[src/rtl/rv32i_types.sv]
// Shared types for the memory-side blocks: arbiter FSM states and the default line width.
package rv32i_types;

  typedef enum logic [1:0] {
    IDLE = 2'b00,
    BUSY = 2'b01,
    DONE = 2'b10
  } arb_state_t;

  localparam int unsigned arb_line_width = 256;

endpackage

[src/rtl/mem_arbiter_rr_picker.sv]
// rr_picker: combinational rotate-priority encoder; first requester at or above rr_ptr, wrapping.
module rr_picker #(
  parameter int NUM_PORTS = 2,
  parameter int IDX_W     = $clog2(NUM_PORTS)
) (
  input  logic [NUM_PORTS-1:0] req,
  input  logic [IDX_W-1:0]     rr_ptr,
  output logic                 grant_valid,
  output logic [IDX_W-1:0]     grant_idx
);

  localparam int unsigned N = NUM_PORTS;

  always_comb begin
    int unsigned idx;
    grant_valid = 1'b0;
    grant_idx   = '0;
    idx         = 0;
    for (int unsigned i = 0; i < N; i++) begin
      idx = (32'(rr_ptr) + i) % N;
      if (!grant_valid && req[idx]) begin
        grant_valid = 1'b1;
        grant_idx   = IDX_W'(idx);
      end
    end
  end

endmodule

[src/rtl/mem_arbiter_rr.sv]
// Round-robin arbiter of NUM_PORTS line requesters onto one downstream line port.
// Optional per-port saturating grant counters when ARB_PERF_EN is defined.
module mem_arbiter_rr
  import rv32i_types::*;
#(
  parameter int NUM_PORTS  = 2,
  parameter int ADDR_WIDTH = 32,
  parameter int LINE_WIDTH = int'(arb_line_width),
  parameter int CNT_WIDTH  = 32
) (
  input  logic                            clk,
  input  logic                            rst,
  input  logic [NUM_PORTS-1:0]            req_read,
  input  logic [NUM_PORTS-1:0]            req_write,
  input  logic [NUM_PORTS*ADDR_WIDTH-1:0] req_address,
  input  logic [NUM_PORTS*LINE_WIDTH-1:0] req_wdata,
  output logic [LINE_WIDTH-1:0]           req_rdata,
  output logic [NUM_PORTS-1:0]            req_resp,
  output logic                            mem_read,
  output logic                            mem_write,
  output logic [ADDR_WIDTH-1:0]           mem_address,
  output logic [LINE_WIDTH-1:0]           mem_wdata,
  input  logic [LINE_WIDTH-1:0]           mem_rdata,
  input  logic                            mem_resp,
  output logic [NUM_PORTS*CNT_WIDTH-1:0]  grant_count
);

  localparam int IDX_W = $clog2(NUM_PORTS);

  arb_state_t             state_q, state_d;
  logic [IDX_W-1:0]       rr_ptr_q, rr_ptr_d;
  logic [IDX_W-1:0]       grant_q, grant_d;
  logic [ADDR_WIDTH-1:0]  addr_q, addr_d;
  logic [LINE_WIDTH-1:0]  wdata_q, wdata_d;
  logic                   write_q, write_d;
  logic [LINE_WIDTH-1:0]  rdata_q, rdata_d;

  logic [NUM_PORTS-1:0]   req_any;
  logic                   pick_valid;
  logic [IDX_W-1:0]       pick_idx;

  assign req_any = req_read | req_write;

  rr_picker #(
    .NUM_PORTS (NUM_PORTS),
    .IDX_W     (IDX_W)
  ) u_picker (
    .req         (req_any),
    .rr_ptr      (rr_ptr_q),
    .grant_valid (pick_valid),
    .grant_idx   (pick_idx)
  );

  always_comb begin
    state_d  = state_q;
    rr_ptr_d = rr_ptr_q;
    grant_d  = grant_q;
    addr_d   = addr_q;
    wdata_d  = wdata_q;
    write_d  = write_q;
    rdata_d  = rdata_q;
    unique case (state_q)
      IDLE: begin
        if (pick_valid) begin
          grant_d  = pick_idx;
          addr_d   = req_address[pick_idx*ADDR_WIDTH +: ADDR_WIDTH];
          wdata_d  = req_wdata[pick_idx*LINE_WIDTH +: LINE_WIDTH];
          // A port asserting both read and write is treated as a write.
          write_d  = req_write[pick_idx];
          rr_ptr_d = (pick_idx == IDX_W'(NUM_PORTS - 1)) ? '0 : pick_idx + IDX_W'(1);
          state_d  = BUSY;
        end
      end
      BUSY: begin
        if (mem_resp) begin
          if (!write_q) rdata_d = mem_rdata;
          state_d = DONE;
        end
      end
      DONE:    state_d = IDLE;
      default: state_d = IDLE;
    endcase
  end

  always_ff @(posedge clk or posedge rst) begin
    if (rst) begin
      state_q  <= IDLE;
      rr_ptr_q <= '0;
      grant_q  <= '0;
      addr_q   <= '0;
      wdata_q  <= '0;
      write_q  <= 1'b0;
      rdata_q  <= '0;
    end else begin
      state_q  <= state_d;
      rr_ptr_q <= rr_ptr_d;
      grant_q  <= grant_d;
      addr_q   <= addr_d;
      wdata_q  <= wdata_d;
      write_q  <= write_d;
      rdata_q  <= rdata_d;
    end
  end

  always_comb begin
    req_resp = '0;
    if (state_q == DONE) req_resp[grant_q] = 1'b1;
  end

  assign mem_read    = (state_q == BUSY) && !write_q;
  assign mem_write   = (state_q == BUSY) && write_q;
  assign mem_address = addr_q;
  assign mem_wdata   = wdata_q;
  assign req_rdata   = rdata_q;

`ifdef ARB_PERF_EN
  logic [CNT_WIDTH-1:0] cnt_q [NUM_PORTS];
  logic [CNT_WIDTH-1:0] cnt_d [NUM_PORTS];

  always_comb begin
    for (int unsigned p = 0; p < NUM_PORTS; p++) begin
      cnt_d[p] = cnt_q[p];
      if (state_q == IDLE && pick_valid && pick_idx == IDX_W'(p) && cnt_q[p] != '1)
        cnt_d[p] = cnt_q[p] + CNT_WIDTH'(1);
    end
  end

  always_ff @(posedge clk or posedge rst) begin
    if (rst) begin
      for (int unsigned p = 0; p < NUM_PORTS; p++) cnt_q[p] <= '0;
    end else begin
      for (int unsigned p = 0; p < NUM_PORTS; p++) cnt_q[p] <= cnt_d[p];
    end
  end

  always_comb begin
    grant_count = '0;
    for (int unsigned p = 0; p < NUM_PORTS; p++)
      grant_count[p*CNT_WIDTH +: CNT_WIDTH] = cnt_q[p];
  end
`else
  assign grant_count = '0;
`endif

endmodule

[config.mk]
export PLATFORM = sky130hd
export DESIGN_NAME = mem_arbiter_rr
export DESIGN_NICKNAME = d
export VERILOG_FILES = /design/src/rtl/rv32i_types.sv /design/src/rtl/mem_arbiter_rr_picker.sv /design/src/rtl/mem_arbiter_rr.sv
export SDC_FILE = /design/constraint.sdc
export NUM_CORES = 1
export LEC_CHECK = 0
export ABC_AREA = 1
export CAP_MARGIN = 20
export CORE_AREA = 2 2 563 565
export DETAILED_ROUTE_END_ITERATION = 16
export DIE_AREA = 0 0 565 567
export GPL_ROUTABILITY_DRIVEN = 0
export PLACE_DENSITY = 0.35
export SETUP_SLACK_MARGIN = 0.4
export SKIP_CTS_REPAIR_TIMING = 1
export SYNTH_ARGS = -nofsm -noshare
export SYNTH_HDL_FRONTEND = slang
export SYNTH_HIERARCHICAL = 1
export SYNTH_SLANG_ARGS = --single-unit
[constraint.sdc]
create_clock -name clk -period 29.6 [get_ports clk]
set_input_delay 4.44 -clock clk [delete_from_list [all_inputs] [get_ports clk]]
set_output_delay 4.44 -clock clk [all_outputs]
set_load 0.01 [all_outputs]
=== Word level (Yosys, flattened, before mapping) ===
Index checks and enable logic that the tools add are counted.

* Logic and storage cells: 49
* Input bits: 839
* Output and inout bits: 612
* Register bits after elaboration: 549

* Shift operators: 2
* Order comparisons: 5
* Reductions and logical operators: 10
* Equality and inequality tests: 4
* Add/subtract/negate cells: 2
* Muxes and demuxes: 17
* Bitwise logic cells: 2

{| class="wikitable"
|+ Operators with widths
! cell !! count
|-
| $shiftx A512 B10 Y256 || 1
|-
| $shiftx A64 B7 Y32 || 1
|-
| $mux W1 || 12
|-
| $lt A1 B2 Y1 const B || 4
|-
| $mux W2 || 3
|-
| $logic_and A1 B1 Y1 || 4
|-
| $ne A2 B2 Y1 const B || 2
|-
| $pmux W2 S2 || 1
|-
| $reduce_and A2 Y1 || 2
|-
| $reduce_and A3 Y1 || 1
|-
| $add A1 B1 Y1 const B || 2
|-
| $eq A2 B1 Y1 const B || 1
|-
| $eq A2 B2 Y1 const B || 1
|-
| $logic_not A1 Y1 || 2
|-
| $logic_not A2 Y1 || 1
|-
| $or A2 B2 Y2 || 1
|-
| $demux W1 S1 || 1
|-
| $ge A1 B1 Y1 const B || 1
|-
| $not A1 Y1 || 1
|}

=== Logic depth before layout (Yosys ltp) ===
* Word-level depth: 9
* Mapped depth: 11
* Gate-level depth less buffers: 8

=== By module ===
Netlist, hierarchy kept.

{| class="wikitable"
|+ By module, submodules not included
! module !! seq. area each (sq um) !! instances !! cells an instance !! area an instance (sq um)
|-
| mem_arbiter_rr || 13738.2 || 1 || 3356 || 25074.0
|-
| rr_picker || 0.0 || 1 || 4 || 18.8
|}

=== Worst setup path after synthesis ===
OpenSTA, ideal clock, no wires.

* Kind: input to register
* Start point: input req_write[0]
* End point: register wdata_q[100], in the netlist mem_wdata[100]
* Path slack: 23.857 ns
* Required time: 29.484 ns
* Path buffers: 3
* Library setup time: 0.116 ns
* Stages on the path: 10
* Arrival: 5.627 ns
* Path through: or2_2 a21oi_1 inv_1 buf_2 buf_2 buf_2 nand2_1 nand2_1 nand2_1 nand2_1

* Cells in the longest elaborated chain, start to end: 8
* Elaborated cells between the ends (all ways): 13
* Classes of those cells: shift (1); mux (8); bitwise (1); reduce/logical (3)

{| class="wikitable"
|+ RTL lines
! element !! line !! source
|-
| from (decl) || mem_arbiter_rr.sv:14 || <nowiki>input logic [NUM_PORTS-1:0] req_write,</nowiki>
|-
| $or A2 B2 Y2 * || mem_arbiter_rr.sv:42 || <nowiki>assign req_any = req_read | req_write;</nowiki>
|-
| $mux W1 (not written as such) (2 in series) || mem_arbiter_rr_picker.sv:21 || <nowiki>if (!grant_valid && req[idx]) begin</nowiki>
|-
| $mux W1 || mem_arbiter_rr_picker.sv:21 ||
|-
| $logic_not A1 Y1 || mem_arbiter_rr_picker.sv:21 ||
|-
| $logic_and A1 B1 Y1 || mem_arbiter_rr_picker.sv:21 ||
|-
| $mux W1 * || mem_arbiter_rr_picker.sv:21 ||
|-
| via pick_idx || mem_arbiter_rr.sv:40 || <nowiki>logic [IDX_W-1:0] pick_idx;</nowiki>
|-
| $shiftx A512 B10 Y256 * || mem_arbiter_rr.sv:67 || <nowiki>wdata_d = req_wdata[pick_idx*LINE_WIDTH +: LINE_WIDTH];</nowiki>
|-
| to (signal assigned) || mem_arbiter_rr.sv:99 || <nowiki>wdata_q <= wdata_d;</nowiki>
|-
| to (decl) || mem_arbiter_rr.sv:34 || <nowiki>logic [LINE_WIDTH-1:0] wdata_q, wdata_d;</nowiki>
|}

The timed path passes the listed nets; every way through them passes the cells marked *. The select of a mux whose other input is x is not followed.
A chain may end at the register's enable or synchronous reset.

==> summary by stage <==
Global route
The via count of the first global-routing pass was between 20000 and 30000. The total routing usage reported by global routing is between 10% and 20%. Entering global routing, the biggest net connects about 140 pins.

For this run the aggregate overflow at the end of global routing stands at 0. The number of antenna violations at the first check in global routing was 170. The first global-routing pass estimated roughly 270 mm of wire.

Hold path
The worst hold path begins at req_rdata[185]. The worst min-delay path category is reg2reg. The terminating pin of the worst hold path is req_rdata[185]. The hold path depth is 2.

Clocking
The clock tree from TritonCTS is built. The maximum buffer depth of the clock tree is 4. The clock-pin slew reported for the worst setup and hold paths after clock tree synthesis is around 0.06 ns. The master cell of the clock root buffer is clkbuf_16. The clock reaches the later pin of the worst-skew pair after 0.77 ns. The H-tree depth is 3. The number of buffers created by CTS is 80. For this design, the sink count on the clock tree is ~550.

Die
Pin placement for this block handled approximately 1500 I/O pins. The floorplan has 206 rows. The horizontal die dimension is between 500 and 600 µm. Once the floorplan was initialized, standard cells occupied roughly 8% of the core. The total area inside the core boundary comes to 314000 µm².

The die is between 500 and 600 µm tall. The die area is roughly 320000 µm².

Synth
The number of instances in the synthesized netlist is around 3400. The number of warning messages in the yosys log is 6. dfrtp_1 takes more of the synthesized area than any other cell. The synthesized area is 25100 µm². Yosys attributes the largest share of cell area to dfrtp_1 (55%), nand2_1 (34%), nand3_1 (5.1%).

The post-synthesis average cell area is between 7 and 8 µm². In this run, distinct cell masters in the synthesized netlist total 19. The sequential share of the synthesized area is ~55%. The number of flip-flops and latches in the synthesized netlist is roughly 550. The area share of the largest cell type after synthesis is between 50% and 60%.

Routing
The detail route stage leaves a number of antenna-violating nets equal to 0. The wire length per cell is 22.9 µm. Across all layers, the routed design uses 27738 vias. The total iterations of the first detailed-routing run is 5.

In this run, the number of DRC markers left after iteration 0 of detailed routing was between 1500 and 2000. The number of vias per cell is between 3 and 4. Summed over all layers, the routed wires come to roughly 200 mm. After detailed routing, the number of remaining DRC violations is 0.

Placed design
The HPWL after detailed placement is between 150 and 200 mm. Prior to clock tree synthesis, the placed netlist has a worst setup slack of 20.76 ns. Input and output buffers added on the ports amount to about 1400.

Final layout
The total number of nets in the final design is ~5500. Cells with a size suffix above 1 make up 3.61% of the layout. The leading cell type in the layout, fill and taps excluded is nand2_1.

At the end of the flow the core is filled with cells to between 10 and 15%. The post-synthesis to final-layout area growth is 83.2%. The register area is approximately 14000 µm². The layout has roughly 36000 filler cells.

The library cells used most frequently in the layout, excluding fill and tap cells, are nand2_1 (2251), clkdlybuf4s50_1 (1386), dfrtp_1 (549). Summing all multi-input logic gate instances after layout gives around 10000 µm².

Worst setup path
The worst register-to-register path ends at req_rdata[255]. Data on the critical path is required at its endpoint by ~30 ns. The reg2reg setup slack is about 26 ns. The element type at the critical path start is an input pin. For the worst setup path, the data arrival time is ~8.6 ns. Of all nets on the critical path, the largest fanout is 77.

The worst register-to-register path begins at state_q[0]. For the worst flop-to-flop path, the logic depth is 9. The critical path is of the in2async type.

The sort of element at the end of the critical path is an asynchronous set/reset pin.

Timing
After layout, the worst path uses between 20% and 30% of the clock period. The worst path needs 7.84 ns of the cycle, external delays included. The measured slew at the worst slew-check pin is ~1.1 ns. On the final layout, the worst clock skew is roughly 0.031 ns. The final total negative setup slack is 0 ns. Setup repair after global routing left no endpoint under its margin.

The final hold violation count was 0. The final worst-path setup slack is roughly 22 ns. The worst slew margin relative to its limit is roughly a quarter. The highest achievable clock rate is between 100 and 150 MHz.

The final setup violation count is 0. The max-slew violation total from the final report is 0.

Power and ir drop
In this run the power density over the cells is 98.6 nW/µm². The peak ir drop on the vdd network is just under 0.07 mV. The completed layout was analyzed and its total power is approximately 4.5 mW. Summed over all cells, the static leakage comes to approximately 21 nW.

Run
The max capacitance violation total is 0.

Run status
The flow ran to the end, and the final reports show no timing, DRC or antenna violations.
## synthesized netlist by cell type, drive strengths merged
cell type	instances
nand2	2253
dfrtp	549
nand3	258
buf	239
clkbuf	36
inv	10
nor2	7
or2	3
a21oi	1
and3	1
conb	1
nor3	1
o21ai	1
## layer usage
metal  global-route usage, %  vias to the layer above  part of all wire (%)
met1                    14.7                    13181                    40
met5                       0                        -                  0.25
li1                        -                    12794                     -
met3                    4.81                      343                    10
met2                    20.4                     1344                    47
met4                    3.07                       76                   2.4
## registers in the layout, indices dropped and copies added (netlist names)
name,count
req_rdata,256
rr_ptr_q,1
mem_address,32
grant_q,1
state_q,2
write_q,1
mem_wdata,256
## worst max-delay path by stage
stage	start	cells past startpoint	endpoint	slack (ns)
floorplan	rst	1	grant_q	9.81
global placement	rst	6	mem_wdata[88]	20.78
detailed placement	rst	6	mem_wdata[88]	20.76
CTS	rst	6	mem_wdata[83]	21.62
global route	rst	6	mem_wdata[66]	21.21
finish	rst	6	mem_wdata[66]	21.76
## where the power goes
group,total (mW),switching [mW],internal [mW]
sequential,1.34,0.229,1.11
combinational,2.22,1.28,0.940
clock,0.976,0.403,0.572
total,4.53,1.91,2.62
## critical path, stage by stage
cell and delay [ns]:
clkdlybuf4s50_1 0.49, inv_8 0.40, buf_4 0.71, buf_4 0.79
buf_4 0.71, buf_4 0.71
## logic make-up after synthesis
family,synth area share [%]
other,0.0149
DFF,54.7
AOI/OAI and AO/OA,0.0399
buffers and inverters,6.07
and+or+nand+nor,39.1
## metrics by stage
| step | cell area [µm²] | std cells | hold WS (ns) |
|---|---|---|---|
| 6_report | 46000 | 8912 | 0.466 |
| 5_1_grt | 45900 | 8884 | 0.489 |
| 4_1_cts | 45900 | 8870 | 0.472 |
| 3_5_place_dp | 43300 | 8730 | 0.458 |
| 3_3_place_gp | 43300 | 8730 | 0.453 |
| 2_1_floorplan | 25300 | 3423 | 0.442 |
## area by class of cell
| class | count | area share [%] |
|---|---|---|
| Antenna cell | 42 | 0.229 |
| Clock buffer | 117 | 5.07 |
| Clock inverter | 23 | 0.536 |
| Inverter | 10 | 0.114 |
| Multi-Input combinational cell | 2589 | 22.0 |
| Sequential cell | 549 | 29.9 |
| Tap cell | 4160 | 11.3 |
| Timing Repair Buffer | 1422 | 30.9 |
(Power assumes the default switching activity.)
